`config.mk`:
```
export PLATFORM = sky130hd
export DESIGN_NAME = seq_barrel_shifter
export DESIGN_NICKNAME = d
export VERILOG_FILES = /design/src/rtl/seq_barrel_shifter.sv
export SDC_FILE = /design/constraint.sdc
export NUM_CORES = 1
export LEC_CHECK = 0
export CAP_MARGIN = 20
export CORE_UTILIZATION = 30
export CTS_BUF_LIST = sky130_fd_sc_hd__clkbuf_4 sky130_fd_sc_hd__clkbuf_8 sky130_fd_sc_hd__clkbuf_16
export CTS_CLUSTER_SIZE = 16
export DETAILED_ROUTE_END_ITERATION = 16
export HOLD_SLACK_MARGIN = 0.06
export SLEW_MARGIN = 5
export SYNTH_ARGS = -nofsm -noshare
export SYNTH_HDL_FRONTEND = slang
export SYNTH_SLANG_ARGS = --single-unit
```
`constraint.sdc`:
```
create_clock -name clock -period 2.6 [get_ports clock]
set_clock_uncertainty 0.05 [all_clocks]
set_input_delay 0.52 -clock clock [delete_from_list [all_inputs] [get_ports clock]]
set_output_delay 0.52 -clock clock [all_outputs]
set_load 0.05 [all_outputs]
```
`src/rtl/seq_barrel_shifter.sv`:
```
// Multi-cycle barrel shifter (SLL/SRL/SRA/ROR) resolving BITS_PER_CYCLE shift-amount bits
// per clock through logarithmic stages, with valid/ready handshakes on both sides.
module seq_barrel_shifter #(
  parameter int unsigned WIDTH          = 32,
  parameter int unsigned SHAMT_W        = 5,
  parameter int unsigned BITS_PER_CYCLE = 1
) (
  input  logic               clock,
  input  logic               reset,
  input  logic               in_valid,
  output logic               in_ready,
  input  logic [1:0]         op,
  input  logic [SHAMT_W-1:0] shamt,
  input  logic [WIDTH-1:0]   data_in,
  output logic               out_valid,
  input  logic               out_ready,
  output logic [WIDTH-1:0]   data_out,
  output logic               busy
);

  localparam int unsigned Lat = (SHAMT_W + BITS_PER_CYCLE - 1) / BITS_PER_CYCLE;
  localparam int unsigned KW  = (Lat > 1) ? $clog2(Lat) : 1;
  localparam logic [KW-1:0] KLast = KW'(Lat - 1);

  localparam logic [1:0] OpSll = 2'b00;
  localparam logic [1:0] OpSrl = 2'b01;
  localparam logic [1:0] OpSra = 2'b10;
  localparam logic [1:0] OpRor = 2'b11;

  typedef enum logic [1:0] {StIdle, StShift, StDone} state_e;

  state_e             state_q, state_d;
  logic [KW-1:0]      k_q, k_d;
  logic [1:0]         op_q, op_d;
  logic [SHAMT_W-1:0] shamt_q, shamt_d;
  logic               sign_q, sign_d;
  logic [WIDTH-1:0]   work_q, work_d;
  logic [WIDTH-1:0]   data_out_q, data_out_d;
  logic [WIDTH-1:0]   stage_val;

  // One log stage: shift v by s in the given mode; SRA fills with the sign latched at accept.
  function automatic logic [WIDTH-1:0] shift_stage(input logic [1:0]       mode,
                                                   input logic             sign,
                                                   input logic [WIDTH-1:0] v,
                                                   input int unsigned      s);
    logic [WIDTH-1:0] fill;
    logic [WIDTH-1:0] r;
    fill = sign ? ~({WIDTH{1'b1}} >> s) : '0;
    r    = v;
    unique case (mode)
      OpSll:   r = v << s;
      OpSrl:   r = v >> s;
      OpSra:   r = (v >> s) | fill;
      OpRor:   r = (v >> s) | (v << (WIDTH - s));
      default: r = v;
    endcase
    return r;
  endfunction

  // Only the stages belonging to the current slot k are applied this cycle.
  always_comb begin
    stage_val = work_q;
    for (int j = 0; j < int'(SHAMT_W); j++) begin
      if ((k_q == KW'(j / int'(BITS_PER_CYCLE))) &&
          ((shamt_q & (SHAMT_W'(1) << j)) != '0)) begin
        stage_val = shift_stage(op_q, sign_q, stage_val, 1 << j);
      end
    end
  end

  always_comb begin
    state_d    = state_q;
    k_d        = k_q;
    op_d       = op_q;
    shamt_d    = shamt_q;
    sign_d     = sign_q;
    work_d     = work_q;
    data_out_d = data_out_q;
    unique case (state_q)
      StIdle: begin
        if (in_valid) begin
          op_d    = op;
          shamt_d = shamt;
          sign_d  = data_in[WIDTH-1];
          work_d  = data_in;
          k_d     = '0;
          state_d = StShift;
        end
      end
      StShift: begin
        work_d = stage_val;
        k_d    = k_q + 1'b1;
        if (k_q == KLast) begin
          k_d        = '0;
          data_out_d = stage_val;
          state_d    = StDone;
        end
      end
      StDone: begin
        if (out_ready) state_d = StIdle;
      end
      default: state_d = StIdle;
    endcase
  end

  always_ff @(posedge clock) begin
    if (reset) begin
      state_q    <= StIdle;
      k_q        <= '0;
      op_q       <= '0;
      shamt_q    <= '0;
      sign_q     <= 1'b0;
      work_q     <= '0;
      data_out_q <= '0;
    end else begin
      state_q    <= state_d;
      k_q        <= k_d;
      op_q       <= op_d;
      shamt_q    <= shamt_d;
      sign_q     <= sign_d;
      work_q     <= work_d;
      data_out_q <= data_out_d;
    end
  end

  assign in_ready  = (state_q == StIdle) && !reset;
  assign out_valid = (state_q == StDone);
  assign busy      = (state_q != StIdle);
  assign data_out  = data_out_q;

endmodule

```
# == Yosys cells after proc, flatten, opt, wreduce, memory -nomap -nowiden ==
# Index checks and enable logic that the tools add are counted.
# classes
n_addsub,1
n_eq_ne,12
n_mux,24
bitwise_logic,10
reduce_logical,16
# ops
cell,count
$pmux W32 S4,5
$mux W32,11
$or A16 B32 Y32,2
$or A24 B32 Y32,2
$or A28 B32 Y32,2
$or A30 B32 Y32,2
$or A31 B32 Y32,2
$pmux W32 S2,1
$eq A2 B2 Y1 const B,3
$eq A3 B2 Y1 const B,2
$logic_and A1 B1 Y1,6
$mux W2,3
$mux W3,2
$pmux W2 S3,1
$pmux W3 S2,1
$reduce_and A2 Y1,3
$eq A2 B1 Y1 const B,2
$logic_not A2 Y1,2
$ne A2 B2 Y1 const B,2
$reduce_bool A2 Y1,2
$add A3 B1 Y3 const B,1
$eq A3 B1 Y1 const B,1
$eq A3 B3 Y1 const B,1
$logic_not A3 Y1,1
3 further kinds,3
# totals
ff_bits,77
input_bits,43
out_inout_bits,35
word_cells,70

# == Logic depth before layout (Yosys ltp) ==
# Gate-level depths: netlist (run 1).
# logic_depth
ltp_word,17
ltp_mapped,14
depth_no_buf,10

# == Worst setup path after synthesis (run 1) ==
# OpenSTA, ideal clock, no wires.
# synth_timing
path_kind,flip-flop to flip-flop
from,register k_q[0]
to,register work_q[28]
setup_time_ns,0.067
arrival_time_ns,2.537
required_time_ns,2.483
setup_slack_ns,-0.054
path_stages_with_launch,13
path_buffers,2
period_less_slack_ns,2.654
path_cell_list,dfxtp_1 -> inv_1 -> ha_1 -> and3b_1 -> buf_6 -> buf_8 -> mux2i_1 -> o22a_1 -> a311o_1 -> a31oi_4 -> o211ai_2 -> a211o_1 -> a21oi_2
# synth_between
elab_chain_len,16
word_cells_on_any_way,27
cone_classes,eq/ne (4); mux (10); bitwise (7); reduce/logical (6)
# synth_lines
item,line,rtl
start: declaration,33,"logic [KW-1:0] k_q, k_d;"
start signal: assignment,117,k_q <= k_d;
$logic_not A3 Y1,64,if ((k_q == KW'(j / int'(BITS_PER_CYCLE))) &&
$logic_and A1 B1 Y1,64,
$mux W32,64,
"$or A30 B32 Y32, on equally long branches","54, 53",
$pmux W32 S4,50,unique case (mode)
$mux W32,64,
"$or A28 B32 Y32, on equally long branches","54, 53",
$pmux W32 S4,50,
$mux W32,64,
"$or A24 B32 Y32, on equally long branches","54, 53",
$pmux W32 S4,50,
$mux W32,64,
$or A16 B32 Y32,54,OpRor: r = (v >> s) | (v << (WIDTH - s));
$pmux W32 S4,50,
$mux W32 (*),64,
$pmux W32 S2 (*),79,unique case (state_q)
end signal: assignment,121,work_q <= work_d;
end: declaration,37,"logic [WIDTH-1:0] work_q, work_d;"
# Every way passes the cells marked *; elsewhere a longest branch is shown, timed or not.
# A chain may end at the register's enable or synchronous reset.

# == Worst setup path in the final report (run 1) ==
# layout_timing
from,register k_q[0]
to,register data_out_q[11] (netlist: data_out[11])
# layout_between
elab_chain_len,15
word_cells_on_any_way,28
cone_classes,eq/ne (4); mux (9); bitwise (8); reduce/logical (7)
# layout_lines
item,line,rtl
$logic_not A3 Y1,64,
$logic_and A1 B1 Y1,64,
$mux W32,64,
"$or A30 B32 Y32, on equally long branches","54, 53",
$pmux W32 S4,50,
$mux W32,64,
"$or A28 B32 Y32, on equally long branches","54, 53",
$pmux W32 S4,50,
$mux W32,64,
$or A24 B32 Y32,54,
$pmux W32 S4,50,
$mux W32,64,
"$or A16 B32 Y32, on equally long branches","54, 53",
$pmux W32 S4,50,
$mux W32,64,
end signal: assignment,122,data_out_q <= data_out_d;
end: declaration,38,"logic [WIDTH-1:0] data_out_q, data_out_d;"
# Parallel ways exist; a longest one is shown, timed or not.

==> results.sh, run 1 <==
export IMPL_outcome="finished, violations left"
export IMPL_violations="negative setup slack"
export IMPL_cp_max_fo=6
export IMPL_yosysMostFrequentCell="nand2_1"
export IMPL_path_class="reg -> reg"
export IMPL_vias_per_cell=6.458
export IMPL_worstPathArrival_ns=3.13
export IMPL_pin_count=78
export IMPL_post_place_ws_ns=-0.6606
export IMPL_synth_cell_types=92
export IMPL_wl_met3_mm=5.986
export IMPL_root_buffer="clkbuf_16"
export IMPL_grt_pass1_wl_mm=77.22
export IMPL_totalPowerFinal_uw=5706
export IMPL_cts_tree="built"
export IMPL_synth_area_leaders="dfxtp_1 (20%), o21ai_0 (6.2%), nand2_1 (5.7%), nor2_1 (5.3%), a21oi_1 (4.8%)"
export IMPL_p_per_area_nw_per_um2=367.4
export IMPL_ir_drop_mv=0.3557
export IMPL_end_kind="register"
export IMPL_clk_latency_ns=0.36
export IMPL_synthMuxAreaShare=0.03008
export IMPL_dpl_cell_area_sq_um=11790
export IMPL_drt_iter0_drc=1688
export IMPL_numCtsBuffers=9
export IMPL_relSlewSlack=0.4536
export IMPL_report_final_hold_viol_count=0
export IMPL_min_path_type="reg -> reg"
export IMPL_grt_antenna_before_repair=1
export IMPL_fin_crit_ns=2.965
export IMPL_netlist_instances=1110
export IMPL_wl_met1_mm=21.54
export IMPL_setup_ws_ns=-0.3647
export IMPL_synth_adder_area_share=0.008044
export IMPL_slowest_stage="a221o_1"
export IMPL_fin_area_sq_um=15530
export IMPL_crit_chain="inv_4 > ha_4 > and3b_4 > buf_6 > buf_16 > o211a_1 > a311o_1 > a221o_1 > nor2_1 > nand4b_1 > buf_4 > o22a_1 > a211oi_2"
export IMPL_finalCritPeriodShare=1.140
export IMPL_synth_warnings=0
export IMPL_syn_to_final_growth_pct=99.66
export IMPL_async_flop_share=0
export IMPL_synthSimpleGateAreaFrac=0.2597
export IMPL_fin_util=0.6131
export IMPL_die_area_sq_um=26570
export IMPL_clk_pin_slew_ns=0.08
export IMPL_final_nets=1640
export IMPL_ant_nets=0
export IMPL_cellLeakagePower_uw=0.005888
export IMPL_r2r_start="k_q[0]"
export IMPL_floorplan_rows=58
export IMPL_clock_path_buffers=2
export IMPL_ys_seq_area_frac=0.1982
export IMPL_slew_violations=0
export IMPL_first_global_vias=11730
export IMPL_synth_xor_area_frac=0.002252
export IMPL_ys_ff_latch=77
export IMPL_syn_avg_cell_area_sq_um=7.007
export IMPL_critPathRequiredTime_ns=2.76
export IMPL_grt_max_degree=52
export IMPL_r2r_end="data_out[11]"
export IMPL_timing_hold_ws_ns=0.4406
export IMPL_synth_compound_area_share=0.4260
export IMPL_drive_above_1_share=0.5466
export IMPL_top_layer_used="met5"
export IMPL_rrSetupSlack_ns=-0.36
export IMPL_wl_mm=55.52
export IMPL_cp_top_family="compound AO/OA/AOI/OAI gates"
export IMPL_track_usage=0.4000
export IMPL_synth_commonest_cells="nand2_1 (119), nor2_1 (110), o21ai_0 (96), dfxtp_1 (77), a21oi_1 (74)"
export IMPL_synth_area_sq_um=7777
export IMPL_antenna_cells=0
export IMPL_cpPeakStageDelay_ns=0.46
export IMPL_initial_utilization=0.3071
export IMPL_maxCapViolations=0
export IMPL_crit_path_start_kind="register"
export IMPL_dr_wl_met2_mm=23.71
export IMPL_synth_top_area_frac=0.1982
export IMPL_synthFlopType="dfxtp_1"
export IMPL_die_x_microns=163.0
export IMPL_dp_hpwl_mm=40.63
export IMPL_die_h_microns=163.0
export IMPL_hold_depth=2
export IMPL_core_sq_um=25330
export IMPL_cts_max_level=3
export IMPL_synthesis_nets=1158
export IMPL_synth_top_family_by_area="compound AO/OA/AOI/OAI gates"
export IMPL_max_freq_ghz=0.3373
export IMPL_num_vias=12440
export IMPL_drt_pass1_iterations=6
export IMPL_hold_path_end="shamt_q[4]"
export IMPL_worst_pin_slew_ns=0.8141
export IMPL_rsz0062_at_grt="yes"
export IMPL_fillers=2133
export IMPL_gp_congestion=1.084
export IMPL_hp_start="shamt_q[4]"
export IMPL_routedWlPerCell_microns=28.81
export IMPL_grt_overflow=0
export IMPL_critical_path_buf_inv_count=4
export IMPL_synth_edf_count=0
export IMPL_reg2reg_depth=13
export IMPL_clock_sinks=77
export IMPL_setup_viol=64
export IMPL_io_buffer_count=77
export IMPL_yosysTopAreaCell="dfxtp_1"
export IMPL_drc=0
## cells by family (layout without fill, tap and decap cells)
family / count (synthesis) / count (layout)
muxes: 18 / 18
buffers and inverters: 120 / 607
and+or+nand+nor: 411 / 411
adders and majority gates: 5 / 5
AOI/OAI and AO/OA: 477 / 477
DFF: 77 / 77
xor gates and xnor gates: 2 / 2
## tightest hold or removal path, stage by stage, from the launching register on
cell and delay [ns]:
dfxtp_1 0.34, nand2_1 0.06, a21oi_1 0.05
## repair_timing
item,4_1_cts,5_1_grt
endpoints found under the setup margin,64,64
buffers inserted,55,50
gates resized for setup,318,261
pin swaps,109,128
hold buffers,0,0
gates cloned,7,2
## power by group
group          switching (uW)  leakage (uW)  total [uW]  internal (uW)
logic                    1600       0.00511        3010           1410
clock network             660      0.000149        1350            686
registers                 118      0.000630        1350           1230
## placed cells by master (no fill, tap or decap), drive strengths merged, types with 9 or more instances in the layout
master / netlist / routed
buf: 62 / 507
inv: 6 / 11
a31oi: 15 / 15
a21oi: 78 / 78
mux2i: 11 / 11
a211oi: 38 / 38
o31ai: 15 / 15
clkbuf: 52 / 11
o22ai: 34 / 34
o211ai: 24 / 24
dfxtp: 77 / 77
a221oi: 10 / 10
nand3: 29 / 29
nand2: 119 / 119
o32ai: 10 / 10
a22oi: 33 / 33
o21ai: 101 / 101
clkdlybuf4s50: 0 / 75
nand4: 9 / 9
nor2: 111 / 111
nor3b: 22 / 22
o21a: 26 / 26
nor3: 53 / 53
nand3b: 18 / 18
## flip-flops by register name (all words and copies together), names as in the netlist
signal	count
data_out	32
work_q	32
shamt_q	5
k_q	3
op_q	2
state_q	2
sign_q	1
## worst max-delay path by stage
| stage | end | startpoint | cells after the start |
|---|---|---|---|
| floorplan | work_q[28] | k_q[0] | 12 |
| global placement | work_q[11] | k_q[0] | 12 |
| detailed placement | work_q[11] | k_q[0] | 12 |
| CTS | data_out[11] | k_q[0] | 15 |
| global route | work_q[19] | k_q[0] | 11 |
| finish | data_out[11] | k_q[0] | 13 |
## per-layer routing
layer	vias to the layer above	global-route usage
met3	228	0.08431
li1	5258	-
met2	930	0.6052
met4	2	0.2460
met1	6026	0.5175
met5	-	0
## layout make-up
type | instances | area (sq um) | share of cell area
multi-input combinational | 913 | 7910 | 0.5094
timing repair buffer | 585 | 5324 | 0.3428
inverter | 6 | 27.53 | 0.001773
sequential | 77 | 1553 | 0.09999
tap | 330 | 412.9 | 0.02659
clock inverter | 7 | 76.32 | 0.004915
clock buffer | 9 | 225.2 | 0.01450
## through the flow
stage                     setup TNS (ns)  instances
final                             -13.42       1927
after global routing              -16.94       1927
after CTS                         -10.08       1891
after detailed placement          -22.11       1822
after global placement            -21.30       1822
after floorplan                        0       1110
(Power assumes the default switching activity.)
==> run 2, diff against run 1 <==
--- a/config.mk
+++ b/config.mk
@@ -5,6 +5,7 @@
 export SDC_FILE = /design/constraint.sdc
 export NUM_CORES = 1
 export LEC_CHECK = 0
+export ABC_AREA = 1
 export CAP_MARGIN = 20
 export CORE_UTILIZATION = 30
 export CTS_BUF_LIST = sky130_fd_sc_hd__clkbuf_4 sky130_fd_sc_hd__clkbuf_8 sky130_fd_sc_hd__clkbuf_16
==> run 2 against run 1 <==
Against the previous run:
- the flow still finishes with violations (negative setup slack)
- hold slack got worse by 0.014 ns
- wire length fell by 45%
- via count fell by 31%
- core utilization fell by 14 points
- combinational power fell by 36%
- cell count fell by 19%
==> results.sh, run 2 <==
export IMPL_outcome="finished, violations left"
export IMPL_violations="negative setup slack"
export IMPL_netlist_instances=1154
export IMPL_io_buffer_count=77
export IMPL_crit_path_frequent_cell="nand3_2"
export IMPL_cp_max_fo=6
export IMPL_clock_path_buffers=2
export IMPL_synth_edf_count=0
export IMPL_instances_no_fill=1565
export IMPL_critical_path_buf_inv_count=4
export IMPL_setup_ws_ns=-0.06170
export IMPL_cellLeakagePower_uw=0.004191
export IMPL_core_sq_um=20490
export IMPL_path_class="reg -> reg"
export IMPL_cts_tree="built"
export IMPL_drive_above_1_share=0.2950
export IMPL_dp_hpwl_mm=22.75
export IMPL_async_flop_share=0
export IMPL_layout_common_cells="nand2_1 (363), nand3_1 (102), nand3_2 (97), inv_1 (93), buf_4 (88)"
export IMPL_rsz0062_at_grt="yes"
export IMPL_cp_top_family="simple AND/OR/NAND/NOR gates"
export IMPL_hp_start="sign_q"
export IMPL_synth_commonest_cells="nand2_1 (423), nand3_1 (220), inv_1 (95), dfxtp_1 (77), nor2_1 (67)"
export IMPL_grt_max_degree=49
export IMPL_synth_adder_area_share=0.009858
export IMPL_mostFrequentLayoutCell="nand2_1"
export IMPL_first_global_vias=7460
export IMPL_die_h_microns=147.4
export IMPL_synth_compound_area_share=0.1232
export IMPL_relSlewSlack=0.4207
export IMPL_reg2reg_depth=16
export IMPL_end_kind="register"
export IMPL_r2r_start="k_q[1]"
export IMPL_synth_warnings=0
export IMPL_finalCritPeriodShare=1.024
export IMPL_ir_drop_mv=0.3040
export IMPL_slew_violations=0
export IMPL_syn_to_final_growth_pct=54.32
export IMPL_r2r_end="work_q[10]"
export IMPL_min_path_type="reg -> reg"
export IMPL_crit_chain="inv_2 > buf_4 > ha_4 > nand3_4 > nor2_4 > buf_12 > clkbuf_16 > nand3_2 > nand3_2 > nand2_1 > nand4_1 > nand3b_1 > nand2_2 > o21ai_4 > a21oi_2 > nor2_1"
export IMPL_maxCapViolations=0
export IMPL_ys_ff_latch=77
export IMPL_rrSetupSlack_ns=-0.06
export IMPL_die_area_sq_um=21740
export IMPL_synthMuxAreaShare=0
export IMPL_slowest_stage="dfxtp_2"
export IMPL_syn_avg_cell_area_sq_um=5.499
export IMPL_pin_count=78
export IMPL_synth_cell_types=26
export IMPL_floorplan_rows=52
export IMPL_synthesis_nets=1202
export IMPL_gp_congestion=1.046
export IMPL_initial_utilization=0.3096
export IMPL_yosysMostFrequentCell="nand2_1"
export IMPL_vias_per_cell=5.449
export IMPL_final_nets=1338
export IMPL_grt_overflow=0
export IMPL_synth_top_area_frac=0.2502
export IMPL_cts_hold_buf=0
export IMPL_track_usage=0.2689
export IMPL_critPathRequiredTime_ns=2.75
export IMPL_synth_top_family_by_area="simple AND/OR/NAND/NOR gates"
export IMPL_hold_path_end="sign_q"
export IMPL_grt_pass1_wl_mm=44.30
export IMPL_ant_nets=0
export IMPL_numCtsBuffers=9
export IMPL_crit_path_start_kind="register"
export IMPL_drc=0
export IMPL_yosysTopAreaCell="nand2_1"
export IMPL_hold_depth=2
export IMPL_die_x_microns=147.4
export IMPL_drt_pass1_iterations=5
export IMPL_clock_sinks=77
export IMPL_synthFlopType="dfxtp_1"
export IMPL_clk_pin_slew_ns=0.07
export IMPL_drt_iter0_drc=861
export IMPL_fin_tns_setup_ns=-0.06170
export IMPL_clk_latency_ns=0.35
export IMPL_antenna_cells=0
export IMPL_max_freq_ghz=0.3757
export IMPL_place_inst=1525
export IMPL_ys_seq_area_frac=0.2429
export IMPL_synth_area_sq_um=6346
export IMPL_num_vias=8528
export IMPL_synth_xor_area_frac=0
export IMPL_report_final_hold_viol_count=0
export IMPL_p_per_area_nw_per_um2=458.4
export IMPL_totalPowerFinal_uw=4489
export IMPL_fin_util=0.4778
export IMPL_fin_crit_ns=2.662
export IMPL_synthSimpleGateAreaFrac=0.5114
export IMPL_timing_hold_ws_ns=0.4269
export IMPL_synth_area_leaders="nand2_1 (25%), dfxtp_1 (24%), nand3_1 (17%), inv_1 (5.6%), o21ai_0 (4.8%)"
export IMPL_root_buffer="clkbuf_16"
export IMPL_cts_max_level=3
export IMPL_worstPathArrival_ns=2.82
export IMPL_routedWlPerCell_microns=19.64
export IMPL_grt_antenna_before_repair=0
export IMPL_wl_mm=30.73
export IMPL_worst_pin_slew_ns=0.8680
export IMPL_cpPeakStageDelay_ns=0.32
export IMPL_setup_viol=1
## run 2: per-stage QoR
stage                     setup slack [ns]  instance area, sq um
after floorplan                     0.4461                  6346
after global placement             -0.1670                  7923
after detailed placement           -0.1527                  7923
after CTS                        -0.001172                  8383
after global routing               -0.1186                  9793
final                             -0.06170                  9793
## run 2: kinds of logic after synthesis
family                   Yosys count
flip-flops                        77
AO/OA/AOI/OAI                    151
AND/OR/NAND/NOR                  751
buffers and inverters            170
adder cells (fa/ha/maj)            5
## run 2: repair_timing
item / in CTS / in global routing
resized for setup: 29 / 272
hold endpoints to repair: 0 / 0
pin swaps: 6 / 59
cloned: 0 / 4
setup buffers: 5 / 16
endpoints found under the setup margin: 34 / 64
## run 2: worst reg2reg max path, stage by stage (launching register included)
cell and delay (ns):
dfxtp_2 0.32, inv_2 0.07, buf_4 0.12, ha_4 0.12, nand3_4 0.14, nor2_4 0.21
buf_12 0.14, clkbuf_16 0.17, nand3_2 0.13, nand3_2 0.12, nand2_1 0.08, nand4_1 0.10
nand3b_1 0.25, nand2_2 0.19, o21ai_4 0.09, a21oi_2 0.17, nor2_1 0.05
## run 2: worst max-delay path by stage
| stage | depth (start not counted) | from | end | slack [ns] |
|---|---|---|---|---|
| floorplan | 3 | reset | in_ready | 0.45 |
| global placement | 14 | k_q[0] | work_q[20] | -0.17 |
| detailed placement | 16 | k_q[0] | work_q[20] | -0.15 |
| CTS | 18 | k_q[0] | work_q[11] | -0.001 |
| global route | 18 | k_q[1] | work_q[5] | -0.12 |
| finish | 16 | k_q[1] | work_q[10] | -0.06 |
## run 2: area by class of cell
cell class / instances / area (sq um)
fill: 2099 / 10700
multi-input combinational: 907 / 5330
timing repair buffer: 192 / 1894
sequential: 77 / 1544
inverter: 103 / 394.1
tap: 270 / 337.8
clock buffer: 11 / 252.7
clock inverter: 5 / 40.04
## run 2: where the power goes
group / total [uW] / internal [uW] / leakage [uW] / switching [uW]
Sequential: 1300 / 1240 / 0.000629 / 58.1
Combinational: 1930 / 706 / 0.00341 / 1230
Clock: 1260 / 710 / 0.000147 / 548
## run 2: per-layer routing
metal  vias to the layer above  global-route usage  share of wire
li1                       4028                   -              -
met3                        79             0.02870          0.076
met1                      3986              0.3836           0.44
met4                         0              0.1005          0.053
met2                       435              0.4149           0.43
met5                         -                   0              0
==> run 3, diff against run 2 <==
--- a/config.mk
+++ b/config.mk
@@ -11,8 +11,9 @@
 export CTS_BUF_LIST = sky130_fd_sc_hd__clkbuf_4 sky130_fd_sc_hd__clkbuf_8 sky130_fd_sc_hd__clkbuf_16
 export CTS_CLUSTER_SIZE = 16
 export DETAILED_ROUTE_END_ITERATION = 16
+export GPL_ROUTABILITY_DRIVEN = 1
+export GPL_TIMING_DRIVEN = 1
 export HOLD_SLACK_MARGIN = 0.06
-export SLEW_MARGIN = 5
 export SYNTH_ARGS = -nofsm -noshare
 export SYNTH_HDL_FRONTEND = slang
 export SYNTH_SLANG_ARGS = --single-unit
==> results of run 3 <==
No change in the layout: final DEF, timing and power equal those of run 2.
